==> src/rtl/vga_timing_controller_pkg.sv <==
// Shared timing constants, coordinate type and window helper for the
// 640x480@60Hz VGA timing controller.
package vga_timing_controller_pkg;

  localparam int unsigned CW = 12;

  localparam int unsigned H_ACTIVE_DEF = 640;
  localparam int unsigned H_FP_DEF     = 16;
  localparam int unsigned H_SYNC_DEF   = 96;
  localparam int unsigned H_BP_DEF     = 48;
  localparam int unsigned H_TOTAL_DEF  = H_ACTIVE_DEF + H_FP_DEF + H_SYNC_DEF + H_BP_DEF;

  localparam int unsigned V_ACTIVE_DEF = 480;
  localparam int unsigned V_FP_DEF     = 10;
  localparam int unsigned V_SYNC_DEF   = 2;
  localparam int unsigned V_BP_DEF     = 33;
  localparam int unsigned V_TOTAL_DEF  = V_ACTIVE_DEF + V_FP_DEF + V_SYNC_DEF + V_BP_DEF;

  localparam int unsigned HS_START_DEF = H_ACTIVE_DEF + H_FP_DEF;
  localparam int unsigned HS_END_DEF   = H_ACTIVE_DEF + H_FP_DEF + H_SYNC_DEF - 1;
  localparam int unsigned VS_START_DEF = V_ACTIVE_DEF + V_FP_DEF;
  localparam int unsigned VS_END_DEF   = V_ACTIVE_DEF + V_FP_DEF + V_SYNC_DEF - 1;

  localparam int unsigned COLOR_R = 2;
  localparam int unsigned COLOR_G = 1;
  localparam int unsigned COLOR_B = 0;

  typedef logic [CW-1:0] coord_t;

  // Inclusive range test used for the sync windows.
  function automatic logic in_window(input coord_t v, input coord_t lo, input coord_t hi);
    return (v >= lo) && (v <= hi);
  endfunction

endpackage

==> src/rtl/vga_timing_controller_if.sv <==
// Pixel-side bundle: coordinates and color exchanged with the image generator
// plus the VGA pin outputs.
interface vga_timing_controller_if #(
  parameter int unsigned CDEPTH = 4
);
  logic [2:0]        color;
  logic [11:0]       x;
  logic [11:0]       y;
  logic              active;
  logic              frame_start;
  logic [CDEPTH-1:0] VGA_R;
  logic [CDEPTH-1:0] VGA_G;
  logic [CDEPTH-1:0] VGA_B;
  logic              VGA_HS;
  logic              VGA_VS;

  modport master (
    input  color,
    output x, y, active, frame_start,
    output VGA_R, VGA_G, VGA_B, VGA_HS, VGA_VS
  );

  modport slave (
    output color,
    input  x, y, active, frame_start,
    input  VGA_R, VGA_G, VGA_B, VGA_HS, VGA_VS
  );
endinterface

==> src/rtl/vga_timing_controller_counter.sv <==
// Wrapping up-counter 0..MAX with enable; wrap_o flags the enabled MAX->0 step.
module vga_timing_controller_counter #(
  parameter int unsigned MAX = 799,
  parameter int unsigned W   = 12
) (
  input  logic         clk_i,
  input  logic         rst_ni,
  input  logic         en_i,
  output logic [W-1:0] cnt_o,
  output logic [W-1:0] cnt_next_o,
  output logic         wrap_o
);

  logic [W-1:0] cnt_q;
  logic [W-1:0] cnt_d;
  logic         wrap_s;

  // next count and wrap decode
  always_comb begin
    wrap_s = 1'b0;
    cnt_d  = cnt_q;
    if (en_i && (cnt_q == W'(MAX))) begin
      wrap_s = 1'b1;
      cnt_d  = '0;
    end else if (en_i) begin
      cnt_d = cnt_q + W'(1);
    end else begin
      cnt_d = cnt_q;
    end
  end

  // count register
  always_ff @(posedge clk_i) begin
    if (!rst_ni) begin
      cnt_q <= '0;
    end else begin
      cnt_q <= cnt_d;
    end
  end

  assign cnt_o      = cnt_q;
  assign cnt_next_o = cnt_d;
  assign wrap_o     = wrap_s;

endmodule

==> src/rtl/vga_timing_controller.sv <==
// VGA raster timing: H/V counters, active and sync decode, one registered
// output stage for RGB/HS/VS, and a frame_start tick at (0,0).
module vga_timing_controller
  import vga_timing_controller_pkg::*;
#(
  parameter int unsigned H_ACTIVE = H_ACTIVE_DEF,
  parameter int unsigned H_FP     = H_FP_DEF,
  parameter int unsigned H_SYNC   = H_SYNC_DEF,
  parameter int unsigned H_BP     = H_BP_DEF,
  parameter int unsigned V_ACTIVE = V_ACTIVE_DEF,
  parameter int unsigned V_FP     = V_FP_DEF,
  parameter int unsigned V_SYNC   = V_SYNC_DEF,
  parameter int unsigned V_BP     = V_BP_DEF,
  parameter bit          SYNC_POL = 1'b0,
  parameter int unsigned CDEPTH   = 4
) (
  input  logic                           CLOCK_25,
  input  logic                           RESET_N,
  vga_timing_controller_if.master        vga
);

  localparam int unsigned H_TOTAL = H_ACTIVE + H_FP + H_SYNC + H_BP;
  localparam int unsigned V_TOTAL = V_ACTIVE + V_FP + V_SYNC + V_BP;

  localparam coord_t H_ACT_C  = coord_t'(H_ACTIVE);
  localparam coord_t V_ACT_C  = coord_t'(V_ACTIVE);
  localparam coord_t H_LAST_C = coord_t'(H_TOTAL - 1);
  localparam coord_t V_LAST_C = coord_t'(V_TOTAL - 1);
  localparam coord_t HS_LO_C  = coord_t'(H_ACTIVE + H_FP);
  localparam coord_t HS_HI_C  = coord_t'(H_ACTIVE + H_FP + H_SYNC - 1);
  localparam coord_t VS_LO_C  = coord_t'(V_ACTIVE + V_FP);
  localparam coord_t VS_HI_C  = coord_t'(V_ACTIVE + V_FP + V_SYNC - 1);

  coord_t h_cnt_s, h_next_s, v_cnt_s, v_next_s;
  logic   h_wrap_s, v_wrap_s;

  vga_timing_controller_counter #(.MAX(H_TOTAL - 1), .W(CW)) u_h_cnt (
    .clk_i      (CLOCK_25),
    .rst_ni     (RESET_N),
    .en_i       (1'b1),
    .cnt_o      (h_cnt_s),
    .cnt_next_o (h_next_s),
    .wrap_o     (h_wrap_s)
  );

  vga_timing_controller_counter #(.MAX(V_TOTAL - 1), .W(CW)) u_v_cnt (
    .clk_i      (CLOCK_25),
    .rst_ni     (RESET_N),
    .en_i       (h_wrap_s),
    .cnt_o      (v_cnt_s),
    .cnt_next_o (v_next_s),
    .wrap_o     (v_wrap_s)
  );

  logic              active_q, active_d;
  logic              fs_q, fs_d;
  logic              hs_q, hs_d;
  logic              vs_q, vs_d;
  logic [CDEPTH-1:0] r_q, r_d, g_q, g_d, b_q, b_d;

  // active tracks the counters' next value so it stays aligned with x/y;
  // the rest decodes the current position for the output stage.
  always_comb begin
    active_d = (h_next_s < H_ACT_C) && (v_next_s < V_ACT_C);
    fs_d     = (h_cnt_s == H_LAST_C) && (v_cnt_s == V_LAST_C);
    hs_d     = in_window(h_cnt_s, HS_LO_C, HS_HI_C) ? SYNC_POL : ~SYNC_POL;
    vs_d     = in_window(v_cnt_s, VS_LO_C, VS_HI_C) ? SYNC_POL : ~SYNC_POL;
    if (active_q) begin
      r_d = {CDEPTH{vga.color[COLOR_R]}};
      g_d = {CDEPTH{vga.color[COLOR_G]}};
      b_d = {CDEPTH{vga.color[COLOR_B]}};
    end else begin
      // blanking: color is ignored entirely, so X cannot leak to the pins
      r_d = '0;
      g_d = '0;
      b_d = '0;
    end
  end

  // output stage and frame tick
  always_ff @(posedge CLOCK_25) begin
    if (!RESET_N) begin
      active_q <= 1'b0;
      fs_q     <= 1'b0;
      hs_q     <= ~SYNC_POL;
      vs_q     <= ~SYNC_POL;
      r_q      <= '0;
      g_q      <= '0;
      b_q      <= '0;
    end else begin
      active_q <= active_d;
      fs_q     <= fs_d;
      hs_q     <= hs_d;
      vs_q     <= vs_d;
      r_q      <= r_d;
      g_q      <= g_d;
      b_q      <= b_d;
    end
  end

  logic unused_s;
  assign unused_s = v_wrap_s;

  assign vga.x           = h_cnt_s;
  assign vga.y           = v_cnt_s;
  assign vga.active      = active_q;
  assign vga.frame_start = fs_q;
  assign vga.VGA_R       = r_q;
  assign vga.VGA_G       = g_q;
  assign vga.VGA_B       = b_q;
  assign vga.VGA_HS      = hs_q;
  assign vga.VGA_VS      = vs_q;

endmodule

==> src/flat_wrapper.sv <==
// flat-port wrapper written by rule: the top's interface ports become plain ports
module vga_timing_controller_flat import vga_timing_controller_pkg::*;
#(
  parameter int unsigned H_ACTIVE = H_ACTIVE_DEF,
  parameter int unsigned H_FP     = H_FP_DEF,
  parameter int unsigned H_SYNC   = H_SYNC_DEF,
  parameter int unsigned H_BP     = H_BP_DEF,
  parameter int unsigned V_ACTIVE = V_ACTIVE_DEF,
  parameter int unsigned V_FP     = V_FP_DEF,
  parameter int unsigned V_SYNC   = V_SYNC_DEF,
  parameter int unsigned V_BP     = V_BP_DEF,
  parameter bit          SYNC_POL = 1'b0,
  parameter int unsigned CDEPTH   = 4
)
  (CLOCK_25, RESET_N, vga_color, vga_x, vga_y, vga_active, vga_frame_start, vga_VGA_R, vga_VGA_G, vga_VGA_B, vga_VGA_HS, vga_VGA_VS);
  vga_timing_controller_if #(.CDEPTH(CDEPTH)) vga_i ();
  input  logic CLOCK_25;
  input  logic RESET_N;
  input wire logic [$bits(vga_i.color)-1:0] vga_color;
  output wire logic [$bits(vga_i.x)-1:0] vga_x;
  output wire logic [$bits(vga_i.y)-1:0] vga_y;
  output wire logic [$bits(vga_i.active)-1:0] vga_active;
  output wire logic [$bits(vga_i.frame_start)-1:0] vga_frame_start;
  output wire logic [$bits(vga_i.VGA_R)-1:0] vga_VGA_R;
  output wire logic [$bits(vga_i.VGA_G)-1:0] vga_VGA_G;
  output wire logic [$bits(vga_i.VGA_B)-1:0] vga_VGA_B;
  output wire logic [$bits(vga_i.VGA_HS)-1:0] vga_VGA_HS;
  output wire logic [$bits(vga_i.VGA_VS)-1:0] vga_VGA_VS;
  assign vga_i.color = vga_color;
  assign vga_x = vga_i.x;
  assign vga_y = vga_i.y;
  assign vga_active = vga_i.active;
  assign vga_frame_start = vga_i.frame_start;
  assign vga_VGA_R = vga_i.VGA_R;
  assign vga_VGA_G = vga_i.VGA_G;
  assign vga_VGA_B = vga_i.VGA_B;
  assign vga_VGA_HS = vga_i.VGA_HS;
  assign vga_VGA_VS = vga_i.VGA_VS;
  vga_timing_controller #(.H_ACTIVE(H_ACTIVE), .H_FP(H_FP), .H_SYNC(H_SYNC), .H_BP(H_BP), .V_ACTIVE(V_ACTIVE), .V_FP(V_FP), .V_SYNC(V_SYNC), .V_BP(V_BP), .SYNC_POL(SYNC_POL), .CDEPTH(CDEPTH)) u_core (.CLOCK_25(CLOCK_25), .RESET_N(RESET_N), .vga(vga_i));
endmodule
==> config.mk <==
export PLATFORM = sky130hd
export DESIGN_NAME = vga_timing_controller_flat
export DESIGN_NICKNAME = d
export VERILOG_FILES = /design/src/rtl/vga_timing_controller_pkg.sv /design/src/rtl/vga_timing_controller_if.sv /design/src/rtl/vga_timing_controller_counter.sv /design/src/rtl/vga_timing_controller.sv /design/src/flat_wrapper.sv
export SDC_FILE = /design/constraint.sdc
export NUM_CORES = 1
export LEC_CHECK = 0
export ABC_AREA = 1
export ABC_CLOCK_PERIOD_IN_PS = 2700
export CORE_UTILIZATION = 50
export CTS_BUF_LIST = sky130_fd_sc_hd__clkbuf_8 sky130_fd_sc_hd__clkbuf_16
export CTS_CLUSTER_SIZE = 40
export DETAILED_ROUTE_END_ITERATION = 6
export GPL_TIMING_DRIVEN = 0
export PLACE_DENSITY_LB_ADDON = 0.08
export SETUP_SLACK_MARGIN = 0.3
export SLEW_MARGIN = 20
export SYNTH_ARGS = -nofsm -noshare
export SYNTH_HDL_FRONTEND = slang
export SYNTH_HIERARCHICAL = 1
export SYNTH_SLANG_ARGS = --single-unit
==> constraint.sdc <==
create_clock -name CLOCK_25 -period 2.7 [get_ports CLOCK_25]
set_input_delay 0.27 -clock CLOCK_25 [delete_from_list [all_inputs] [get_ports CLOCK_25]]
set_output_delay 0.27 -clock CLOCK_25 [all_outputs]
set_load 0.05 [all_outputs]
## Word level (Yosys, flattened, before mapping)

Index checks and enable logic that the tools add are counted.

| cells by class | value |
|---|---|
| eq/ne operators | 2 |
| multiplexer cells | 6 |
| $lt $le $gt $ge | 6 |
| reduce and logical (&&, ||, !) cells | 6 |
| add/subtract/negate cells | 2 |

Operators with widths:

| cell | count |
|---|---|
| 2-to-1 mux 12 bit | 3 |
| adder 12 x 1 -> 12 bit, second input constant | 2 |
| equality test 12 x 10 -> 1 bit, second input constant | 2 |
| greater-or-equal comparator 12 x 10 -> 1 bit, second input constant | 1 |
| greater-or-equal comparator 12 x 9 -> 1 bit, second input constant | 1 |
| less-or-equal comparator 12 x 10 -> 1 bit, second input constant | 1 |
| less-or-equal comparator 12 x 9 -> 1 bit, second input constant | 1 |
| < comparator 12 x 10 -> 1 bit, second input constant | 1 |
| < comparator 12 x 9 -> 1 bit, second input constant | 1 |
| logical AND 1 bit | 5 |
| 2-to-1 mux 1 bit | 3 |
| AND reduction 2 bit | 1 |

| storage, ports and cells | value |
|---|---|
| logic and storage cells | 31 |
| output and inout bits | 40 |
| register bits | 31 |

## Depth between registers and ports, before layout

Gate-level depths: netlist of run 1.

| logic depth | value |
|---|---|
| depth after elaboration | 6 |
| gate-level depth with buffers | 15 |
| gate-level depth less buffers | 15 |

## Cells and area by module

Netlist of run 1, hierarchy kept.

By module, submodules not included:

| module | cells each | sequential area each (um2) | instances | area each (um2) |
|---|---|---|---|---|
| vga_timing_controller_counter (u_core.u_v_cnt) | 118 | 240.2 | 1 | 789.5 |
| vga_timing_controller_counter (u_core.u_h_cnt) | 115 | 240.2 | 1 | 723.2 |
| vga_timing_controller | 83 | 140.1 | 1 | 490.5 |

## Least setup slack after synthesis of run 1

Ideal clock, no wire load.

| timing path | value |
|---|---|
| path type | reg2reg |
| start point | reg u_core.u_h_cnt.cnt_q[0], in the netlist u_core/u_h_cnt/cnt_o[0] |
| end point | reg u_core.active_q, in the netlist u_core/vga.active |
| setup slack | 0.255 ns |
| period minus slack after synthesis | 2.445 ns |
| required time | 2.636 ns |
| cell stages (with the launch flop) | 16 |
| arrival time | 2.382 ns |
| cell sequence | dfxtp_1 ha_1 nand3_2 nor2_4 nand3_2 inv_2 nand2_2 nor2_8 nand3_2 nor2_1 nand2_1 nand2_1 inv_1 nor2_1 nand3_1 nor2_1 |

| on the way | value |
|---|---|
| cells in the longest elaborated chain, start to end | 6 |
| elaborated cells between the ends (all ways) | 10 |

RTL lines:

| element | RTL line | text |
|---|---|---|
| start, declared | vga_timing_controller_counter.sv:14 | `logic [W-1:0] cnt_q;` |
| start signal, assigned | vga_timing_controller_counter.sv:37 | `cnt_q <= cnt_d;` |
| equality test 12 x 10 -> 1 bit * | vga_timing_controller_counter.sv:22 | `if (en_i && (cnt_q == W'(MAX))) begin` |
| 2-to-1 mux 1 bit * | vga_timing_controller_counter.sv:22 |  |
| named net u_core.h_wrap_s | vga_timing_controller.sv:35 | `logic h_wrap_s, v_wrap_s;` |
| 2-to-1 mux 12 bit or logical AND 1 bit (tied branches) | vga_timing_controller_counter.sv:25, vga_timing_controller_counter.sv:22 |  |
| 2-to-1 mux 12 bit * | vga_timing_controller_counter.sv:22 |  |
| named net u_core.v_next_s[11] | vga_timing_controller.sv:34 | `coord_t h_cnt_s, h_next_s, v_cnt_s, v_next_s;` |
| < comparator 12 x 9 -> 1 bit * | vga_timing_controller.sv:64 | `active_d = (h_next_s < H_ACT_C) && (v_next_s < V_ACT_C);` |
| logical AND 1 bit * | vga_timing_controller.sv:64 |  |
| end signal, assigned | vga_timing_controller.sv:91 | `active_q <= active_d;` |
| end, declared | vga_timing_controller.sv:55 | `logic active_q, active_d;` |

The timed path passes the listed nets; every way through them passes the cells marked *.
A chain may end at the register's enable or synchronous reset.

## Worst setup path in the final report of run 1

Ends and elaborated chain as after synthesis.

==> results of run 1 <==
==> through the flow <==
| step | hold slack (ns) | total power, W | std cells |
|---|---|---|---|
| 6_report | 0.485 | 0.000923 | 410 |
| 5_1_grt | 0.514 | 0.000964 | 410 |
| 4_1_cts | 0.497 | 0.000931 | 408 |
| 3_5_place_dp | 0.495 | 0.000580 | 400 |
| 3_3_place_gp | 0.487 | 0.000579 | 400 |
| 2_1_floorplan | 0.382 | 0.000547 | 308 |
==> worst paths after layout <==
path	endpoint	slack (ns)
hold reg to reg	u_core/vga.VGA_R[0]$_SDFF_PN0_	0.49
hold / removal	u_core/vga.VGA_R[0]$_SDFF_PN0_	0.49
setup reg to reg	u_core/vga.active$_SDFF_PN0_	0.52
setup / recovery	u_core/vga.active$_SDFF_PN0_	0.52
==> report_power, final <==
group,internal (W),switching [W]
Sequential,0.000464,0.00000727
Combinational,0.0000367,0.0000623
Clock,0.000176,0.000177
Total,0.000676,0.000246
==> layout make-up <==
cell class / instances / area [um2] / area share
buffer: 11 / 75.1 / 0.0290
clock buffer: 5 / 68.8 / 0.0266
clock inverter: 3 / 15.0 / 0.00580
inverter: 56 / 213 / 0.0821
multi-input combinational: 210 / 1080 / 0.417
sequential: 31 / 623 / 0.241
tap: 48 / 60.1 / 0.0232
timing repair buffer: 46 / 455 / 0.176
==> critical path, cell delays in order, from the launching register on <==
cell	delay, ns
dfxtp_2	0.39
ha_1	0.20
nand3_2	0.16
nor2_4	0.16
nand3_4	0.13
inv_4	0.11
buf_4	0.12
nand2_2	0.07
nor2_4	0.17
nand4_1	0.12
nand3_2	0.10
inv_1	0.04
nor2_1	0.09
nand3_1	0.08
nor2_1	0.15
==> state kept, by name, indices dropped and copies added, names as in the netlist <==
| signal | cells |
|---|---|
| u_core/u_h_cnt/cnt_o | 12 |
| u_core/u_v_cnt/cnt_o | 12 |
| u_core/vga.VGA_B | 1 |
| u_core/vga.VGA_G | 1 |
| u_core/vga.VGA_HS | 1 |
| u_core/vga.VGA_R | 1 |
| u_core/vga.VGA_VS | 1 |
| u_core/vga.active | 1 |
| u_core/vga.frame_start | 1 |
==> repair_timing <==
item,in CTS,in global routing
gates resized for setup,0,4
buffers inserted,0,2
endpoints found under the hold margin,0,0
endpoints found under the setup margin,0,1
==> per-layer routing <==
layer	GRT usage	wire length [um]	vias to the layer above
met3	0.0546	224	4
met2	0.350	1920	54
li1	-	-	1024
met1	0.320	2180	849
met4	0.0750	39	0
met5	0	0	-
==> impl_metrics.env, run 1 <==
export IMPL_min_delay_start="u_core/vga.active$_SDFF_PN0_"
export IMPL_setup_ws_ns=0.518
export IMPL_io_buffers=44
export IMPL_min_path_type="register to register"
export IMPL_drtPass1Iterations=4
export IMPL_power_density_nw_per_um2=356
export IMPL_worstPathMaxFanout=7
export IMPL_post_drt_wl_per_cell_um=10.6
export IMPL_pin_count=45
export IMPL_setup_viol=0
export IMPL_worstSetupStartpointType="register"
export IMPL_drt_iter0_drc=118
export IMPL_viasPerCell=4.71
export IMPL_grt_use_total=0.231
export IMPL_die_area_um2=4160
export IMPL_vias=1931
export IMPL_maxSlewViolCount=0
export IMPL_fp_row_count=22
export IMPL_crit_path_end_kind="register"
export IMPL_syn_area_um2=1950
export IMPL_initial_core_util=0.526
export IMPL_status="finished, final reports clean"
export IMPL_clkSinkCount=31
export IMPL_drtAntennaViolNets=0
export IMPL_cts_buffers=5
export IMPL_setup_tns_ns=0
export IMPL_clk_path_buf_depth=2
export IMPL_grt_pass1_vias=1640
export IMPL_fillers=341
export IMPL_hold_viol_final=0
export IMPL_min_period_over_period=0.808
export IMPL_arrival_ns=2.39
export IMPL_ctsHtreeMaxLevel=2
export IMPL_grt_max_degree=11
export IMPL_gr_total_overflow=0
export IMPL_hold_depth=2
export IMPL_worstMarginPinSlew_ns=0.528
export IMPL_crit_type="register to register"
export IMPL_hpwl_um=3270
export IMPL_core_um2=3720
export IMPL_diodes=0
export IMPL_root_buffer="clkbuf_8"
export IMPL_maxCapViolCount=0
export IMPL_wirelength_um=4360
export IMPL_clkSlewWorstSetupHoldPaths_ns=0.07
export IMPL_die_h_um=64.5
export IMPL_synthCells=303
export IMPL_leakagePower_nw=1.27
export IMPL_required_ns=2.90
export IMPL_cp_startpoint="u_core/u_h_cnt/cnt_o[0]$_SDFF_PN0_"
export IMPL_layout_drive_gt1_share=0.130
export IMPL_area_growth_pct=32.5
export IMPL_die_width_um=64.5
export IMPL_finalClockSkew_ns=0.00550
export IMPL_gp_congestion=0.860
export IMPL_cts_tree="built"
export IMPL_fin_crit_ns=2.18
export IMPL_place_area_um2=2470
export IMPL_r2r_start="u_core/u_h_cnt/cnt_o[0]$_SDFF_PN0_"
export IMPL_final_common_cell="nand2_1"
export IMPL_finalNetCount=369
export IMPL_slew_headroom=0.648
export IMPL_mostFrequentLayoutCells="79 x nand2_1, 53 x inv_1, 53 x nor2_1"
export IMPL_fmax_mhz=458
export IMPL_reg2reg_depth=14
export IMPL_grt_pass1_wl_um=7400
export IMPL_place_ws_ns=0.404
export IMPL_post_route_cell_area_um2=2590
export IMPL_yosysWarnings=6
export IMPL_drc_errors=0
export IMPL_antenna_found_initial=0
export IMPL_vdd_drop_max_mv=0.329
export IMPL_clk_insertion_delay_late_ns=0.28
export IMPL_syn_area_per_cell_um2=6.45
export IMPL_rsz0062_at_grt="no"
export IMPL_cts_hold_buf=0
export IMPL_post_route_util=0.697
Power figures use the tool's default switching activity.
==> run 2, diff against run 1 <==
--- a/config.mk
+++ b/config.mk
@@ -6,7 +6,7 @@
 export NUM_CORES = 1
 export LEC_CHECK = 0
 export ABC_AREA = 1
-export ABC_CLOCK_PERIOD_IN_PS = 2700
+export ABC_CLOCK_PERIOD_IN_PS = 2200
 export CORE_UTILIZATION = 50
 export CTS_BUF_LIST = sky130_fd_sc_hd__clkbuf_8 sky130_fd_sc_hd__clkbuf_16
 export CTS_CLUSTER_SIZE = 40
==> constraint.sdc (replaced) <==
create_clock -name CLOCK_25 -period 2.2 [get_ports CLOCK_25]
set_input_delay 0.22 -clock CLOCK_25 [delete_from_list [all_inputs] [get_ports CLOCK_25]]
set_output_delay 0.22 -clock CLOCK_25 [all_outputs]
set_load 0.05 [all_outputs]
==> impl_metrics.env, run 2 (synthesis results as in run 1) <==
export IMPL_clkSinkCount=31
export IMPL_crit_path_max_incr_delay_ns=0.36
export IMPL_die_width_um=64.5
export IMPL_area_growth_pct=45.2
export IMPL_hold_viol_final=0
export IMPL_cts_buffers=5
export IMPL_maxSlewViolCount=0
export IMPL_vias=2005
export IMPL_fmax_mhz=521
export IMPL_setup_tns_ns=0
export IMPL_post_drt_wl_per_cell_um=10.9
export IMPL_leakagePower_nw=1.41
export IMPL_fillers=282
export IMPL_min_to="u_core/vga.VGA_B[0]$_SDFF_PN0_"
export IMPL_arrival_ns=2.14
export IMPL_setup_viol=0
export IMPL_grt_use_total=0.232
export IMPL_post_place_cells=400
export IMPL_clk_insertion_delay_late_ns=0.28
export IMPL_core_um2=3720
export IMPL_root_buffer="clkbuf_8"
export IMPL_initial_core_util=0.526
export IMPL_drc_errors=0
export IMPL_final_common_cell="nand2_1"
export IMPL_clk_path_buf_depth=2
export IMPL_drt_iter0_drc=98
export IMPL_antenna_found_initial=0
export IMPL_worst_r2r_endpoint="u_core/vga.active$_SDFF_PN0_"
export IMPL_ctsHtreeMaxLevel=2
export IMPL_gr_total_overflow=0
export IMPL_path_common_cell="nand3_4"
export IMPL_required_ns=2.42
export IMPL_crit_path_end_kind="register"
export IMPL_layout_drive_gt1_share=0.215
export IMPL_cp_buffers_inverters=3
export IMPL_rsz0062_at_grt="yes"
export IMPL_hpwl_um=3250
export IMPL_cp_depth=14
export IMPL_cts_hold_buf=0
export IMPL_rrSetupSlack_ns=0.28
export IMPL_wirelength_um=4630
export IMPL_status="finished, final reports clean"
export IMPL_drtPass1Iterations=4
export IMPL_min_period_over_period=0.872
export IMPL_grt_max_degree=11
export IMPL_crit_type="register to register"
export IMPL_mostFrequentLayoutCells="77 x nand2_1, 54 x inv_1, 51 x nor2_1"
export IMPL_grt_pass1_wl_um=7570
export IMPL_finalClockSkew_ns=0.00667
export IMPL_finalNetCount=384
export IMPL_min_delay_start="vga_color[0]"
export IMPL_crit_family="simple AND/OR/NAND/NOR gates"
export IMPL_clkSlewWorstSetupHoldPaths_ns=0.07
export IMPL_diodes=0
export IMPL_fp_row_count=22
export IMPL_pin_count=45
export IMPL_vdd_drop_max_mv=0.266
export IMPL_r2r_start="u_core/u_h_cnt/cnt_o[1]$_SDFF_PN0_"
export IMPL_io_buffers=44
export IMPL_slowest_stage="dfxtp_4"
export IMPL_gp_congestion=0.863
export IMPL_cts_tree="built"
export IMPL_holdWs_ns=0.469
export IMPL_viasPerCell=4.72
export IMPL_hold_depth=3
export IMPL_finalNonFillerCells=425
export IMPL_worstSetupStartpointType="register"
export IMPL_worstPathMaxFanout=6
export IMPL_reg2reg_depth=14
export IMPL_die_area_um2=4160
export IMPL_slew_headroom=0.658
export IMPL_power_density_nw_per_um2=407
export IMPL_die_h_um=64.5
export IMPL_fin_crit_ns=1.92
export IMPL_min_path_type="input pin to register"
export IMPL_maxCapViolCount=0
export IMPL_path_cells="ha_4 -> nand3_4 -> nor2_4 -> nand3_4 -> inv_6 -> nand2_4 -> nor2_8 -> buf_12 -> nand4_1 -> nand3_2 -> inv_1 -> nor2_1 -> nand3_1 -> nor2_2"
export IMPL_grt_pass1_vias=1692
export IMPL_worstMarginPinSlew_ns=0.511
export IMPL_drtAntennaViolNets=0
run 2: changes by cell type in the layout (fill, tap and decap cells not counted), moves of 3 or more:
cell | previous run | this run
buf_4 | 11 | 24
nand3_1 | 22 | 17
dfxtp_2 | 2 | 6
dfxtp_4 | 0 | 6
dfxtp_1 | 29 | 19
nand3_2 | 5 | 8
run 2: per-layer routing:
layer | routed length, um | track usage | vias to the layer above
li1 | - | - | 1049
met1 | 2250 | 0.325 | 887
met2 | 2090 | 0.353 | 59
met3 | 211 | 0.0493 | 10
met4 | 69 | 0.0778 | 0
met5 | 0 | 0 | -
run 2: final cells by class:
class / instances / area (um2) / area share
multi-input cells: 210 / 1160 / 0.408
flip-flops and latches: 31 / 651 / 0.229
repair buffers: 61 / 587 / 0.207
inverters: 56 / 215 / 0.0758
clock buffers: 6 / 82.6 / 0.0291
plain buffers: 11 / 75.1 / 0.0265
well taps: 48 / 60.1 / 0.0212
clock inverters: 2 / 8.76 / 0.00309
run 2: worst max path at each step:
stage	from	endpoint
6_report	u_core/u_h_cnt/cnt_o[1]$_SDFF_PN0_	u_core/vga.active$_SDFF_PN0_
5_1_grt	u_core/u_h_cnt/cnt_o[1]$_SDFF_PN0_	u_core/vga.active$_SDFF_PN0_
4_1_cts	u_core/u_h_cnt/cnt_o[0]$_SDFF_PN0_	u_core/vga.active$_SDFF_PN0_
3_5_place_dp	u_core/u_h_cnt/cnt_o[0]$_SDFF_PN0_	u_core/vga.active$_SDFF_PN0_
3_3_place_gp	u_core/u_h_cnt/cnt_o[0]$_SDFF_PN0_	u_core/vga.active$_SDFF_PN0_
2_1_floorplan	u_core/u_h_cnt/cnt_o[4]$_SDFF_PN0_	u_core/vga.active$_SDFF_PN0_
run 2: worst register-to-register path, stage by stage, from the launching register on:
cell	delay, ns
dfxtp_4	0.36
ha_4	0.14
nand3_4	0.07
nor2_4	0.14
nand3_4	0.11
inv_6	0.10
nand2_4	0.07
nor2_8	0.19
buf_12	0.13
nand4_1	0.09
nand3_2	0.09
inv_1	0.04
nor2_1	0.10
nand3_1	0.10
nor2_2	0.12
run 2: stage by stage:
stage                     instance area [um2]  total power (W)  setup slack [ns]  utilization
after global routing                     2840          0.00120             0.173        0.764
after detailed placement                 2550         0.000710             0.157        0.685
after global placement                   2550         0.000709             0.148        0.685
after CTS                                2740          0.00116             0.300        0.737
after floorplan                          2050         0.000669             0.333            -
final                                    2840          0.00115             0.281        0.764
run 2: power breakdown:
group	switching (W)	leakage, nW	internal, W
Clock	0.000204	0.0524	0.000247
Combinational	0.0000818	1.10	0.0000508
Sequential	0.00000662	0.259	0.000564
Total	0.000292	1.41	0.000862
run 2: timing repair:
action                                  CTS  global route
pin swaps                                11            17
endpoints found under the setup margin    1             5
buffers inserted                          9             8
gates resized for setup                   8             6
